<file path="config.mk">
export PLATFORM = sky130hd
export DESIGN_NAME = fc_layer_sequencer
export DESIGN_NICKNAME = d
export VERILOG_FILES = /design/src/rtl/fc_seq_pkg.sv /design/src/rtl/fc_seq_addr_pipe.sv /design/src/rtl/fc_layer_sequencer.sv
export SDC_FILE = /design/constraint.sdc
export NUM_CORES = 1
export LEC_CHECK = 0
export CORE_UTILIZATION = 30
export CTS_BUF_LIST = sky130_fd_sc_hd__clkbuf_2 sky130_fd_sc_hd__clkbuf_4 sky130_fd_sc_hd__clkbuf_8
export DETAILED_ROUTE_END_ITERATION = 6
export PLACE_DENSITY = 0.6
export SLEW_MARGIN = 10
export SYNTH_ARGS = -nofsm -noshare
export SYNTH_HDL_FRONTEND = slang
export SYNTH_HIERARCHICAL = 1
export SYNTH_SLANG_ARGS = --single-unit
</file>
<file path="constraint.sdc">
create_clock -name clk_i -period 4.99 [get_ports clk_i]
set_input_delay 0.499 -clock clk_i [delete_from_list [all_inputs] [get_ports clk_i]]
set_output_delay 0.499 -clock clk_i [all_outputs]
set_load 0.01 [all_outputs]
</file>
<file path="src/rtl/fc_seq_pkg.sv">
`default_nettype none
// ============================================================================
// Module  : fc_seq_pkg
// Brief   : Shared state encoding and address-width helper for the
//           fully-connected layer sequencer.
// Revision: 1.0 - initial release
// ============================================================================
package fc_seq_pkg;

   typedef enum logic [2:0] {
      IDLE    = 3'd0,
      RUN     = 3'd1,
      BIAS    = 3'd2,
      CAPTURE = 3'd3,
      OUT     = 3'd4
   } fc_seq_state_t;

   // ROM spans addresses 0..height (weights plus one bias slot).
   function automatic int addr_width(input int height);
      return (height < 1) ? 1 : $clog2(height + 1);
   endfunction

endpackage
`default_nettype wire

</file>
<file path="src/rtl/fc_seq_addr_pipe.sv">
`default_nettype none
// ============================================================================
// Module  : fc_seq_addr_pipe
// Brief   : ROM address counter plus one-stage delayed input-word broadcast,
//           aligning each word with the ROM's one-cycle read latency.
// Revision: 1.0 - initial release
// ============================================================================
module fc_seq_addr_pipe
   import fc_seq_pkg::*;
#(
   parameter int WORD_SIZE             = 16,
   parameter int PREVIOUS_LAYER_HEIGHT = 4,
   parameter int ADDR_W                = addr_width(PREVIOUS_LAYER_HEIGHT)
)(
   input  logic                                       clk_i,
   input  logic                                       reset_i,
   input  logic                                       i_run,
   input  logic [PREVIOUS_LAYER_HEIGHT*WORD_SIZE-1:0] i_data,
   output logic [ADDR_W-1:0]                          o_cnt,
   output logic                                       o_cnt_last,
   output logic [WORD_SIZE-1:0]                       o_bcast_data,
   output logic                                       o_sum_en
);

   localparam logic [ADDR_W-1:0] c_last = ADDR_W'(PREVIOUS_LAYER_HEIGHT);

   logic [ADDR_W-1:0]    r_cnt;
   logic [WORD_SIZE-1:0] r_bcast;
   logic                 r_sum_en;
   logic                 w_last;
   logic                 w_issue;
   logic [WORD_SIZE-1:0] w_word;
   logic [WORD_SIZE-1:0] w_words [PREVIOUS_LAYER_HEIGHT];

   generate
      for (genvar g = 0; g < PREVIOUS_LAYER_HEIGHT; g++) begin : g_unpack
         assign w_words[g] = i_data[g*WORD_SIZE +: WORD_SIZE];
      end
   endgenerate

   assign w_last  = (r_cnt == c_last);
   // The bias address carries no input word, so it never raises sum_en.
   assign w_issue = i_run && !w_last;

   always_comb begin
      w_word = '0;
      for (int k = 0; k < PREVIOUS_LAYER_HEIGHT; k++) begin
         if (r_cnt == ADDR_W'(k)) begin
            w_word = w_words[k];
         end
      end
   end

   always_ff @(posedge clk_i or negedge reset_i) begin
      if (!reset_i) begin
         r_cnt    <= '0;
         r_sum_en <= 1'b0;
         r_bcast  <= '0;
      end else begin
         r_cnt    <= w_issue ? (r_cnt + ADDR_W'(1)) : '0;
         r_sum_en <= w_issue;
         r_bcast  <= w_issue ? w_word : '0;
      end
   end

   assign o_cnt        = r_cnt;
   assign o_cnt_last   = w_last;
   assign o_bcast_data = r_bcast;
   assign o_sum_en     = r_sum_en;

endmodule
`default_nettype wire

</file>
<file path="src/rtl/fc_layer_sequencer.sv">
`default_nettype none
// ============================================================================
// Module  : fc_layer_sequencer
// Brief   : Accepts an input vector, serialises it against the neurons' shared
//           weight/bias ROM, and returns the captured neuron results.
// Revision: 1.0 - initial release
// ============================================================================
module fc_layer_sequencer
   import fc_seq_pkg::*;
#(
   parameter int WORD_SIZE             = 16,
   parameter int PREVIOUS_LAYER_HEIGHT = 4,
   parameter int LAYER_HEIGHT          = 4
)(
   input  logic                                          clk_i,
   input  logic                                          reset_i,
   input  logic [PREVIOUS_LAYER_HEIGHT*WORD_SIZE-1:0]    data_i,
   input  logic                                          valid_i,
   output logic                                          ready_o,
   output logic [addr_width(PREVIOUS_LAYER_HEIGHT)-1:0]  mem_addr_o,
   output logic signed [WORD_SIZE-1:0]                   bcast_data_o,
   output logic                                          sum_en_o,
   output logic                                          add_bias_o,
   input  logic [LAYER_HEIGHT*WORD_SIZE-1:0]             neuron_data_i,
   output logic [LAYER_HEIGHT*WORD_SIZE-1:0]             layer_data_o,
   output logic                                          valid_o,
   input  logic                                          ready_i
);

   localparam int c_addr_w = addr_width(PREVIOUS_LAYER_HEIGHT);

   fc_seq_state_t                              r_state;
   fc_seq_state_t                              w_next_state;
   logic [PREVIOUS_LAYER_HEIGHT*WORD_SIZE-1:0] r_data_in;
   logic [LAYER_HEIGHT*WORD_SIZE-1:0]          r_layer_data;
   logic [c_addr_w-1:0]                        w_cnt;
   logic                                       w_cnt_last;
   logic                                       w_run;
   logic                                       w_load;
   logic                                       w_capture;
   logic [WORD_SIZE-1:0]                       w_bcast;
   logic                                       w_sum_en;

   assign w_run = (r_state == RUN);

   fc_seq_addr_pipe #(
      .WORD_SIZE             (WORD_SIZE),
      .PREVIOUS_LAYER_HEIGHT (PREVIOUS_LAYER_HEIGHT),
      .ADDR_W                (c_addr_w)
   ) u_addr_pipe (
      .clk_i        (clk_i),
      .reset_i      (reset_i),
      .i_run        (w_run),
      .i_data       (r_data_in),
      .o_cnt        (w_cnt),
      .o_cnt_last   (w_cnt_last),
      .o_bcast_data (w_bcast),
      .o_sum_en     (w_sum_en)
   );

   always_ff @(posedge clk_i or negedge reset_i) begin
      if (!reset_i) begin
         r_state <= IDLE;
      end else begin
         r_state <= w_next_state;
      end
   end

   always_comb begin
      w_next_state = r_state;
      w_load       = 1'b0;
      w_capture    = 1'b0;
      ready_o      = 1'b0;
      valid_o      = 1'b0;
      add_bias_o   = 1'b0;
      case (r_state)
         IDLE: begin
            ready_o = 1'b1;
            if (valid_i) begin
               w_load       = 1'b1;
               w_next_state = RUN;
            end
         end
         RUN: begin
            if (w_cnt_last) begin
               w_next_state = BIAS;
            end
         end
         BIAS: begin
            add_bias_o   = 1'b1;
            w_next_state = CAPTURE;
         end
         // Neuron outputs are registered by now, one cycle after the bias add.
         CAPTURE: begin
            w_capture    = 1'b1;
            w_next_state = OUT;
         end
         OUT: begin
            valid_o = 1'b1;
            if (ready_i) begin
               w_next_state = IDLE;
            end
         end
         default: begin
            w_next_state = IDLE;
         end
      endcase
   end

   always_ff @(posedge clk_i or negedge reset_i) begin
      if (!reset_i) begin
         r_data_in    <= '0;
         r_layer_data <= '0;
      end else begin
         if (w_load) begin
            r_data_in <= data_i;
         end
         if (w_capture) begin
            r_layer_data <= neuron_data_i;
         end
      end
   end

   assign mem_addr_o   = w_run ? w_cnt : '0;
   assign bcast_data_o = $signed(w_bcast);
   assign sum_en_o     = w_sum_en;
   assign layer_data_o = r_layer_data;

endmodule
`default_nettype wire

</file>
==> reports/results.ini <==
[status]
status = complete, but fails checks
violations = design-rule violations

[yosys]
synth_fp_nets = 545
synthDistinctLibCells = 33
syn_avg_cell_area_sq_um = 16.54
synth_area_sq_um = 6746
ys_seq_elements = 151
yosys.cell_count.top_type = dfrtp_1
syn_inst = 408
synth_seq_area_share_pct = 56.01
synth.top_cell.area_share_pct = 56.01
ys.warnings.count = 6
synth.largest_area_cell = dfrtp_1
synth-edff-count = 0
ys.flop_type = dfrtp_1
async_flop_share_pct = 100.0
synth.area.top_cells = dfrtp_1, mux2_4, mux2_2, a211oi_2, buf_6
synth_common_cells = dfrtp_1, mux2_4, mux2_2, nand3b_1, o22ai_1

[clock_network]
root_buffer = clkbuf_8
clock_latency_ns = 0.44
cts_num_sinks = 151
cts_tree = built
cts-resized-gates = 0
clock_path_buffers = 2
numCtsBuffers = 17
hold_buffers = 0
clk_pin_slew_ns = 0.08
cts.htree.levels = 4
post-cts-setup-buffers = 0

[setup_path]
critPathRequiredTime_ns = 4.49
cp_data_arrival_time_ns = 2.44
cp-startpoint = r_state[0]
path_max_fanout = 11
end_kind = output port
cpPeakStageDelay_ns = 0.65
crit_path_start_kind = flip-flop
cp_slowest_cell = nor3b_1
crit_path_cell_trace = nor3b_1 > and2_1 > clkdlybuf4s50_1
reg2reg_from = r_state[1]
critical_path_class = flip-flop to output port

[timing]
finalCritPeriodShare_pct = 58.97
slew_headroom_pct = 26.13
maxSlewViolCount = 0
finalHoldViolations = 0
hold_ws_ns = 0.1974
fin_ws_ns = 2.047
worstMarginPinSlew_ns = 1.108
setup_tns_ns = 0
fin_worst_skew_ns = 0.01123
fmaxAchievable_mhz = 339.8
rsz0062_at_grt = no
setup_violations = 0
min_period_ns = 2.943

[power]
ir_drop_uv = 157.9
power.density_nw_per_um2 = 623.5
p_leak_nw = 4.084

[placed_design]
gp_congestion = 0.7837
dpl.hpwl_microns = 11760
place_ws_ns = 2.130
portBuffers = 218

[grt]
grt_usage_pct = 14.99
grt_max_degree = 114
grt_overflow = 0
grt_pass1_wl_microns = 26360
antenna_found_initial = 0
first_global_vias = 4475

[route]
viasPerCell = 4.510
first_iter_violations = 212
routed_wl_microns = 16480
via_count = 4122
ant_nets = 0
drt-wirelength-per-cell_microns = 18.03
drc = 60
dr.pass1.iters = 7

[cells_and_area]
multiInputGateArea_sq_um = 2639
seq_area_sq_um = 3779
nNetsFinal = 760
area_growth_pct = 39.00
layout-drive-gt1-share_pct = 30.06
num-fill-cells = 1989

[floorplan]
die_w_microns = 152.0
core_area_sq_um = 21960
rows = 54
ioPinCount = 219
initial_core_util_pct = 30.72
die_h_microns = 152.0
dieArea_sq_um = 23090

[flow_run]
maxCapViolations = 0

[worst_hold_path]
min-delay-path-class = input pin to async pin

[report_power, final]
part	internal (W)	leakage [nW]	switching, W	total [W]
registers	0.00184	1.80	0.000362	0.00220
clock network	0.000449	0.179	0.000437	0.000886
logic	0.00172	2.11	0.00104	0.00276
total	0.00400	4.08	0.00184	0.00585
[sequential cells by signal (all words and copies together), names as in the netlist]
| register | count |
|---|---|
| u_addr_pipe/o_cnt | 3 |
| u_addr_pipe/o_bcast_data | 16 |
| r_data_in | 64 |
| r_state | 3 |
| u_addr_pipe/o_sum_en | 1 |
| layer_data_o | 64 |
[final timing paths]
path	endpoint	slack, ns	cells after the start
worst max register to register	r_data_in[25]	2.53	4
worst min register to register	layer_data_o[52]	0.51	1
worst max-delay path	mem_addr_o[1]	2.05	3
worst min-delay path	u_addr_pipe/o_bcast_data[11]	0.20	1
max in group asynchronous	layer_data_o[59]	3.68	2
min in group clk_i	layer_data_o[52]	0.51	1
[per-stage QoR]
stage               cells  total power [W]  cell area, sq um  util [%]
floorplan             408         0.003966              6746         -
global placement      884         0.004934              9011     41.04
detailed placement    884         0.005007              9011     41.04
CTS                   912         0.005936              9373     42.68
global route          912         0.006206              9373     42.68
finish                914         0.005847              9378     42.71
[layout by cell type, fill, tap and decap left out, types with 2 or more instances in the layout]
| cell type | instances |
|---|---|
| clkdlybuf4s50_1 | 217 |
| dfrtp_1 | 151 |
| mux2_4 | 109 |
| mux2_2 | 19 |
| clkbuf_8 | 18 |
| nand3b_1 | 17 |
| o22ai_1 | 15 |
| a211oi_2 | 11 |
| a21oi_2 | 10 |
| a21oi_1 | 8 |
| inv_1 | 6 |
| buf_4 | 5 |
| a211oi_1 | 5 |
| ha_1 | 5 |
| nor3b_1 | 3 |
| and2_1 | 3 |
| nand2_1 | 3 |
| clkinv_2 | 3 |
| clkinvlp_4 | 3 |
| diode_2 | 2 |
| or3b_2 | 2 |
| bufinv_16 | 2 |
| nor2_1 | 2 |
[critical path: cells and delay by family, from the launching register on]
kind | cells | cell delay [ns]
DFF | 1 | 0.58
and+or+nand+nor | 2 | 0.87
buffers and inverters | 1 | 0.55
[final cells by class]
cell class | count | share of cell area, %
Tap cell | 280 | 3.736
Inverter | 6 | 0.2402
Antenna cell | 2 | 0.05337
Clock buffer | 19 | 2.722
Timing Repair Buffer | 223 | 23.68
Multi-Input combinational cell | 224 | 28.14
Sequential cell | 151 | 40.29
Clock inverter | 9 | 1.134
[cell families after synthesis]
| group | synth area share [%] |
|---|---|
| flops | 56.01 |
| compound gates | 6.306 |
| mux | 27.43 |
| buf+inv | 4.878 |
| fa+ha+maj | 0.9273 |
| simple gates | 4.451 |
[routing by layer]
metal	GRT usage [%]	share of wire (%)
met1	19.03	44
met2	24.69	49
met3	3.651	5.1
met4	5.734	1.8
met5	0	0
Note: power is estimated with default switching activity, not from simulation.
